## src/rtl/prog_sequencer.sv

```systemverilog
// Program sequencer: holds a small writable program memory and feeds it to the CPU
// one instruction at a time over the load/start/wait handshake, capturing the
// CPU output and N/V/Z flags after each instruction.
// Optional watchdog on the wait phases is built when SEQ_TIMEOUT_EN is defined.
module prog_sequencer #(
  parameter int unsigned ADDR_W  = 4,
  parameter int unsigned TIMEOUT = 255
) (
  input  logic              clk,
  input  logic              reset,
  input  logic              go,
  input  logic [ADDR_W:0]   count,
  input  logic              prog_we,
  input  logic [ADDR_W-1:0] prog_addr,
  input  logic [15:0]       prog_wdata,
  output logic [15:0]       cpu_in,
  output logic              cpu_load,
  output logic              cpu_s,
  input  logic              cpu_w,
  input  logic [15:0]       cpu_out,
  input  logic              cpu_N,
  input  logic              cpu_V,
  input  logic              cpu_Z,
  output logic [15:0]       result,
  output logic [2:0]        flags,
  output logic [ADDR_W:0]   pc,
  output logic              busy,
  output logic              done,
  output logic              err
);

  localparam int unsigned Depth = 2 ** ADDR_W;

  typedef enum logic [2:0] {
    StIdle, StReady, StLoad, StStart, StWaitLo, StWaitHi, StCapt, StDone
  } state_e;

  state_e              state_q, state_d;
  logic [15:0]         mem_q [Depth];
  logic [15:0]         cpu_in_q, cpu_in_d;
  logic [15:0]         result_q, result_d;
  logic [2:0]          flags_q, flags_d;
  logic [ADDR_W:0]     pc_q, pc_d;
  logic [ADDR_W:0]     count_q, count_d;
  logic                timeout;

`ifdef SEQ_TIMEOUT_EN
  localparam int unsigned CntW = (TIMEOUT > 1) ? $clog2(TIMEOUT + 1) : 1;
  logic [CntW-1:0] cnt_q, cnt_d;
  logic            err_q, err_d;

  // Watchdog counter: restarts on every entry to a wait state, idles at zero elsewhere
  always_comb begin
    cnt_d = '0;
    if ((state_q == StWaitLo || state_q == StWaitHi) && state_d == state_q) begin
      cnt_d = cnt_q + 1'b1;
    end
    err_d = err_q;
    if (state_q == StIdle && go) begin
      err_d = 1'b0;
    end else if (timeout) begin
      err_d = 1'b1;
    end
  end

  // Watchdog state registers
  always_ff @(posedge clk) begin
    if (reset) begin
      cnt_q <= '0;
      err_q <= 1'b0;
    end else begin
      cnt_q <= cnt_d;
      err_q <= err_d;
    end
  end

  // Expires only when the wait state's exit condition has not been met this cycle
  assign timeout = ((state_q == StWaitLo && cpu_w) || (state_q == StWaitHi && !cpu_w)) &&
                   (cnt_q == CntW'(TIMEOUT - 1));
  assign err     = err_q;
`else
  assign timeout = 1'b0;
  assign err     = 1'b0;
`endif

  // Program memory write port; contents survive reset
  always_ff @(posedge clk) begin
    if (state_q == StIdle && prog_we) begin
      mem_q[prog_addr] <= prog_wdata;
    end
  end

  // State and datapath registers
  always_ff @(posedge clk) begin
    if (reset) begin
      state_q  <= StIdle;
      cpu_in_q <= '0;
      result_q <= '0;
      flags_q  <= '0;
      pc_q     <= '0;
      count_q  <= '0;
    end else begin
      state_q  <= state_d;
      cpu_in_q <= cpu_in_d;
      result_q <= result_d;
      flags_q  <= flags_d;
      pc_q     <= pc_d;
      count_q  <= count_d;
    end
  end

  // Next-state logic
  always_comb begin
    state_d = state_q;
    unique case (state_q)
      StIdle:   if (go) state_d = (count == '0) ? StDone : StReady;
      StReady:  if (cpu_w) state_d = StLoad;
      StLoad:   state_d = StStart;
      StStart:  state_d = StWaitLo;
      StWaitLo: if (!cpu_w) state_d = StWaitHi;
                else if (timeout) state_d = StDone;
      StWaitHi: if (cpu_w) state_d = StCapt;
                else if (timeout) state_d = StDone;
      StCapt:   state_d = ((pc_q + 1'b1) == count_q) ? StDone : StReady;
      StDone:   state_d = StIdle;
      default:  state_d = StIdle;
    endcase
  end

  // Datapath next-state: run setup, fetch and capture
  always_comb begin
    cpu_in_d = cpu_in_q;
    result_d = result_q;
    flags_d  = flags_q;
    pc_d     = pc_q;
    count_d  = count_q;
    if (state_q == StIdle && go) begin
      count_d = count;
      pc_d    = '0;
    end
    if (state_q == StReady && cpu_w) begin
      cpu_in_d = mem_q[pc_q[ADDR_W-1:0]];
    end
    if (state_q == StCapt) begin
      result_d = cpu_out;
      flags_d  = {cpu_N, cpu_V, cpu_Z};
      pc_d     = pc_q + 1'b1;
    end
  end

  // Moore outputs decoded from state
  always_comb begin
    cpu_load = (state_q == StLoad);
    cpu_s    = (state_q == StStart);
    busy     = (state_q != StIdle);
    done     = (state_q == StDone);
  end

  assign cpu_in = cpu_in_q;
  assign result = result_q;
  assign flags  = flags_q;
  assign pc     = pc_q;

endmodule

```

## config.mk

```make
export PLATFORM = sky130hd
export DESIGN_NAME = prog_sequencer
export DESIGN_NICKNAME = d
export VERILOG_FILES = /design/src/rtl/prog_sequencer.sv
export SDC_FILE = /design/constraint.sdc
export NUM_CORES = 1
export LEC_CHECK = 0
export CORE_MARGIN = 5
export CORE_UTILIZATION = 50
export DETAILED_ROUTE_END_ITERATION = 6
export PLACE_DENSITY = 0.73
export SYNTH_ARGS = -nofsm -noshare
export SYNTH_HDL_FRONTEND = slang
export SYNTH_SLANG_ARGS = --single-unit
```

## constraint.sdc

```tcl
create_clock -name clk -period 2.7 [get_ports clk]
set_input_delay 0.54 -clock clk [delete_from_list [all_inputs] [get_ports clk]]
set_output_delay 0.54 -clock clk [all_outputs]
set_load 0.01 [all_outputs]
```

# After elaboration in Yosys (flattened, before gate mapping)

Memory sizes are Yosys's and may differ from the RTL's. A register that Yosys moved wholly into a read port is not among the register bits.
Cells that the tools add are included.

Output and inout bits: 45
Memory bits (writable): 256
Memories kept: 1
Register bits: 32

Eq/ne operators: 12
Add/subtract/negate cells: 1
Mux-type cells: 11
Reduce and logical (&&, ||, !) cells: 8

Memory list:

| name  | words | bits a word | rd ports | clocked after Yosys merged registers in | write ports | line | source |
|---|---|---|---|---|---|---|---|
| mem_q | 16    | 16          | 1        | 1                                       | 1           | 39   | `logic [15:0] mem_q [Depth];` |

Operator list:

| operator              | count |
|---|---|
| $pmux W3 S8           | 1 |
| $mux W3               | 6 |
| $eq A3 B3 Y1 const B  | 4 |
| $mux W5               | 2 |
| $ne A2 B2 Y1 const B  | 4 |
| $eq A3 B2 Y1 const B  | 2 |
| $add A5 B1 Y5 const B | 1 |
| $eq A5 B5 Y1          | 1 |
| $logic_not A5 Y1      | 1 |
| $reduce_and A4 Y1     | 1 |
| $eq A3 B1 Y1 const B  | 1 |
| $logic_and A1 B1 Y1   | 3 |
| $logic_not A3 Y1      | 1 |
| $reduce_bool A3 Y1    | 1 |
| $mux W1               | 2 |
| $reduce_bool A2 Y1    | 1 |

# Logic depth before layout (Yosys ltp)

Depth after elaboration: 4
Mapped depth: 7
Depth with buffers taken out: 5

# Least setup slack after synthesis

OpenSTA, ideal clock, no wires.

Kind: input to register
Start point: input prog_we
End point: memory mem_q[0][0] (enable)
Data arrival time: 2.515 ns
Slack: -0.224 ns
Data required time: 2.291 ns
Path buffers: 0
Stages: 3
Setup time: 0.409 ns
Cell sequence: or4b_1 -> or3_1 -> nor3_1

Word-level cells in the longest chain between the ends: 3

Ends and longest elaborated chain:

| item                          | line | source |
|---|---|---|
| from (decl)                   | 13   | `input logic prog_we,` |
| $logic_and A1 B1 Y1           | 88   | `if (state_q == StIdle && prog_we) begin` |
| $mux W1                       | 88   |  |
| $mux W1 (not written as such) | 89   | `mem_q[prog_addr] <= prog_wdata;` |
| to (decl)                     | 39   |  |

No other way between the ends.

# Worst setup path after layout

Start point: register state_q[1]
End point: output cpu_load

Word-level cells in the longest chain between the ends: 1

Ends and longest elaborated chain:

| item                   | line | source |
|---|---|---|
| from (decl)            | 38   | `state_e state_q, state_d;` |
| from (signal assigned) | 96   | `state_q <= StIdle;` |
| from (signal assigned) | 103  | `state_q <= state_d;` |
| $eq A3 B2 Y1           | 153  | `cpu_load = (state_q == StLoad);` |
| to (decl)              | 17   | `output logic cpu_load,` |

No other way between the ends.

==> run summary <==
number of synthesized flops with an enable pin: 256
Worst setup SP type: flop
Critical Path Sink Type: output port
initial antenna violation count: 0
fmax: 0.399 GHz
DRT antenna net count: 0
CORE AREA: 0.0233 mm²
maximum vdd ir drop: 0.600 mV
reg2reg path depth: 4
Root Buffer: clkbuf_16
switching power: 2.08 mW
CTS sink count: 304
Overflow after GRT: 0
PnR Total Power: 10.3 mW
worst hold path class: reg2reg
cell taking the most area after synthesis: edfxtp_1
Synth top area share: 0.658
Hold Path Depth: 2
pwr/cell area: 723 mW/mm²
Resized Gates After CTS: 0
Routed WL: 25700 µm
clock power share: 0.437
largest cells by area after synthesis: edfxtp_1 (66%), mux4_2 (12%), dfxtp_1 (8.2%), nand2_1 (1.7%), mux2_2 (1.6%)
hold_ws: 459 ps
top_reg_cell synth: edfxtp_1
Top Ports: 94
DR vias: 6218
Data required, critical path: 2160 ps
Worst path max stage delay: 600 ps
post-synthesis net count: 682
Max Root-Sink Buffers: 3
setup repair bufs after CTS: 0
Static Leakage: 4.48 nW
Initial Utilization: 0.502
post-DR wirelength/cell: 23.4 µm
CTS Hold Bufs: 0
Final Hold Vio Count: 0
Layout Nets: 805
worst-skew pair later-pin latency: 560 ps
Final setup viols: 0
number of global-route vias before repair: 6594
router iterations before antenna repair: 5
worst-path cell with the longest stage delay: dfxtp_1
Vias per Instance: 5.66
Pint: 8.26 mW
distinct cell type count after synthesis: 45
Sw Ratio: 0.201
layout cells sized above 1: 0.230
RSZ-0062 raised after global routing: no
FFs w/ async S/R, synth: 0
first-pass GRT wire length: 39100 µm
# H-tree levels: 1
Max Cap Viol: 0
CTS tree: yes
combinational power share: 0.054
Port Buf Inserts: 92
synthesis-stage register bit count: 304
die height: 163 µm
Flop pwr share: 0.509
DRC Markers: 0
slew margin rel.: 0.459
Num CTS Buffers: 30
clock slew at reported path FFs: 60 ps
DR iter-0 viols: 588
largest net degree at the start of global routing: 44
Syn Area/Cell: 18.5 µm²
clk_skew: 16.6 ps
outcome: complete, no violations
area delta synth->final: 22.3%
Slew Limit Fails: 0
CP max FO: 16
Diodes inserted: 0
row count: 56
crit path time final: 2510 ps
Synth Instances: 632
Worst-Margin Slew: 808 ps
final setup TNS: 0 ps
DP HPWL: 16700 µm
Tot GR Track Use: 0.197
die width: 163 µm
Seq/Total Area, Yosys: 0.740
crit path cell chain: nor3b_1 > clkdlybuf4s50_1
Synth warnings: 0
final instance area: 0.0143 mm²
global placement routability congestion: 0.827
CP arrival: 1970 ps
Post-Syn Area: 0.0117 mm²
Cell Area, Placed: 0.0132 mm²
Final period util: 0.928
CP Class: reg2out
die area: 0.0265 mm²
-- through the flow --
step            util  setup slack [ps]  instances
2_1_floorplan      -               148        632
3_3_place_gp   0.567              51.0       1042
3_5_place_dp   0.567              28.5       1042
4_1_cts        0.614               199       1098
5_1_grt        0.614               106       1098
6_report       0.614               195       1098
-- cell type report --
class / instances / area [µm²]
inverter: 2 / 7.51
clock inverter: 22 / 320
tap: 319 / 399
multi-input combinational: 290 / 2870
sequential: 304 / 8650
clock buffer: 34 / 776
timing repair buffer: 127 / 1270
fill: 1638 / 8970
-- cells by family (layout without fill, tap and decap cells) --
group,Yosys count,count (layout),synth area share
DFF,304,304,0.740
xor gates and xnor gates,8,8,0.00599
AOI/OAI and AO/OA,74,74,0.0382
buffers and inverters,38,185,0.0167
other,1,1,0.000321
and+or+nand+nor,108,108,0.0436
adders and majority gates,1,1,0.00107
muxes,98,98,0.154
-- critical path, delay by kind of cell, from the launching register on --
kind	cells	cell delay (ps)
flops	1	600
buf+inv	1	570
simple gates	1	240
-- registers in the layout, summed over array words and instances (netlist names) --
signal / flops
pc: 5
mem_q: 256
result: 16
flags: 3
state_q: 3
count_q: 5
cpu_in: 16
-- layout by cell type, fill, tap and decap left out, types with 3 or more instances in the layout --
cell | Yosys | layout
a21oi_1 | 31 | 31
a22oi_1 | 13 | 13
a22oi_2 | 3 | 3
buf_12 | 0 | 7
buf_4 | 3 | 28
bufinv_16 | 0 | 8
clkbuf_1 | 16 | 3
clkbuf_16 | 0 | 30
clkdlybuf4s50_1 | 0 | 92
clkinv_1 | 0 | 3
clkinv_2 | 0 | 8
dfxtp_1 | 48 | 45
edfxtp_1 | 256 | 256
mux2_2 | 17 | 17
mux2i_1 | 17 | 17
mux4_2 | 64 | 64
nand2_1 | 53 | 53
nand2b_1 | 4 | 4
nand3b_1 | 3 | 3
nor2_1 | 23 | 23
nor3_2 | 0 | 4
o21ai_0 | 16 | 16
o21ai_1 | 4 | 4
or3_1 | 3 | 3
xnor2_1 | 6 | 6
-- routing by layer --
layer | part of all wire | wire (µm) | GRT usage | vias to the layer above
met5 | 0 | 0 | 0 | -
met1 | 0.41 | 10500 | 0.267 | 3147
met2 | 0.49 | 12500 | 0.329 | 270
met4 | 0.028 | 727 | 0.0549 | 0
li1 | - | - | - | 2760
met3 | 0.079 | 2040 | 0.0385 | 41
-- power by group through the flow --
| stage | combinational [mW] | clock [mW] | sequential, mW |
|---|---|---|---|
| 6_report | 0.554 | 4.52 | 5.26 |
| 5_1_grt | 0.601 | 4.79 | 5.27 |
| 4_1_cts | 0.556 | 4.59 | 5.26 |
| 3_5_place_dp | 0.553 | 0 | 5.36 |
| 3_3_place_gp | 0.536 | 0 | 5.35 |
| 2_1_floorplan | 0.251 | 0 | 5.33 |
-- synth_stat cells, types with 3 or more instances --
cell type	instances
o21ai_0	16
buf_2	12
a22oi_2	3
dfxtp_1	48
clkbuf_1	16
xnor2_1	6
o21ai_1	4
nand2_1	53
nand2b_1	4
nor2_1	23
mux2_2	17
or3_1	3
buf_4	3
a22oi_1	13
mux4_2	64
nand3b_1	3
nor3_1	6
mux2i_1	17
edfxtp_1	256
a21oi_1	31
-- path summary, 6_finish.rpt --
check / start / endpoint / slack (ps)
worst max-delay path: state_q[1]$_SDFFE_PP0P_ / cpu_load / 190
worst min-delay path: result[15]$_SDFFE_PP0P_ / result[15]$_SDFFE_PP0P_ / 460
worst max register to register: state_q[2]$_SDFFE_PP0P_ / mem_q[3][0]$_DFFE_PP_ / 440
worst min register to register: result[15]$_SDFFE_PP0P_ / result[15]$_SDFFE_PP0P_ / 460
(Power assumes the default switching activity.)
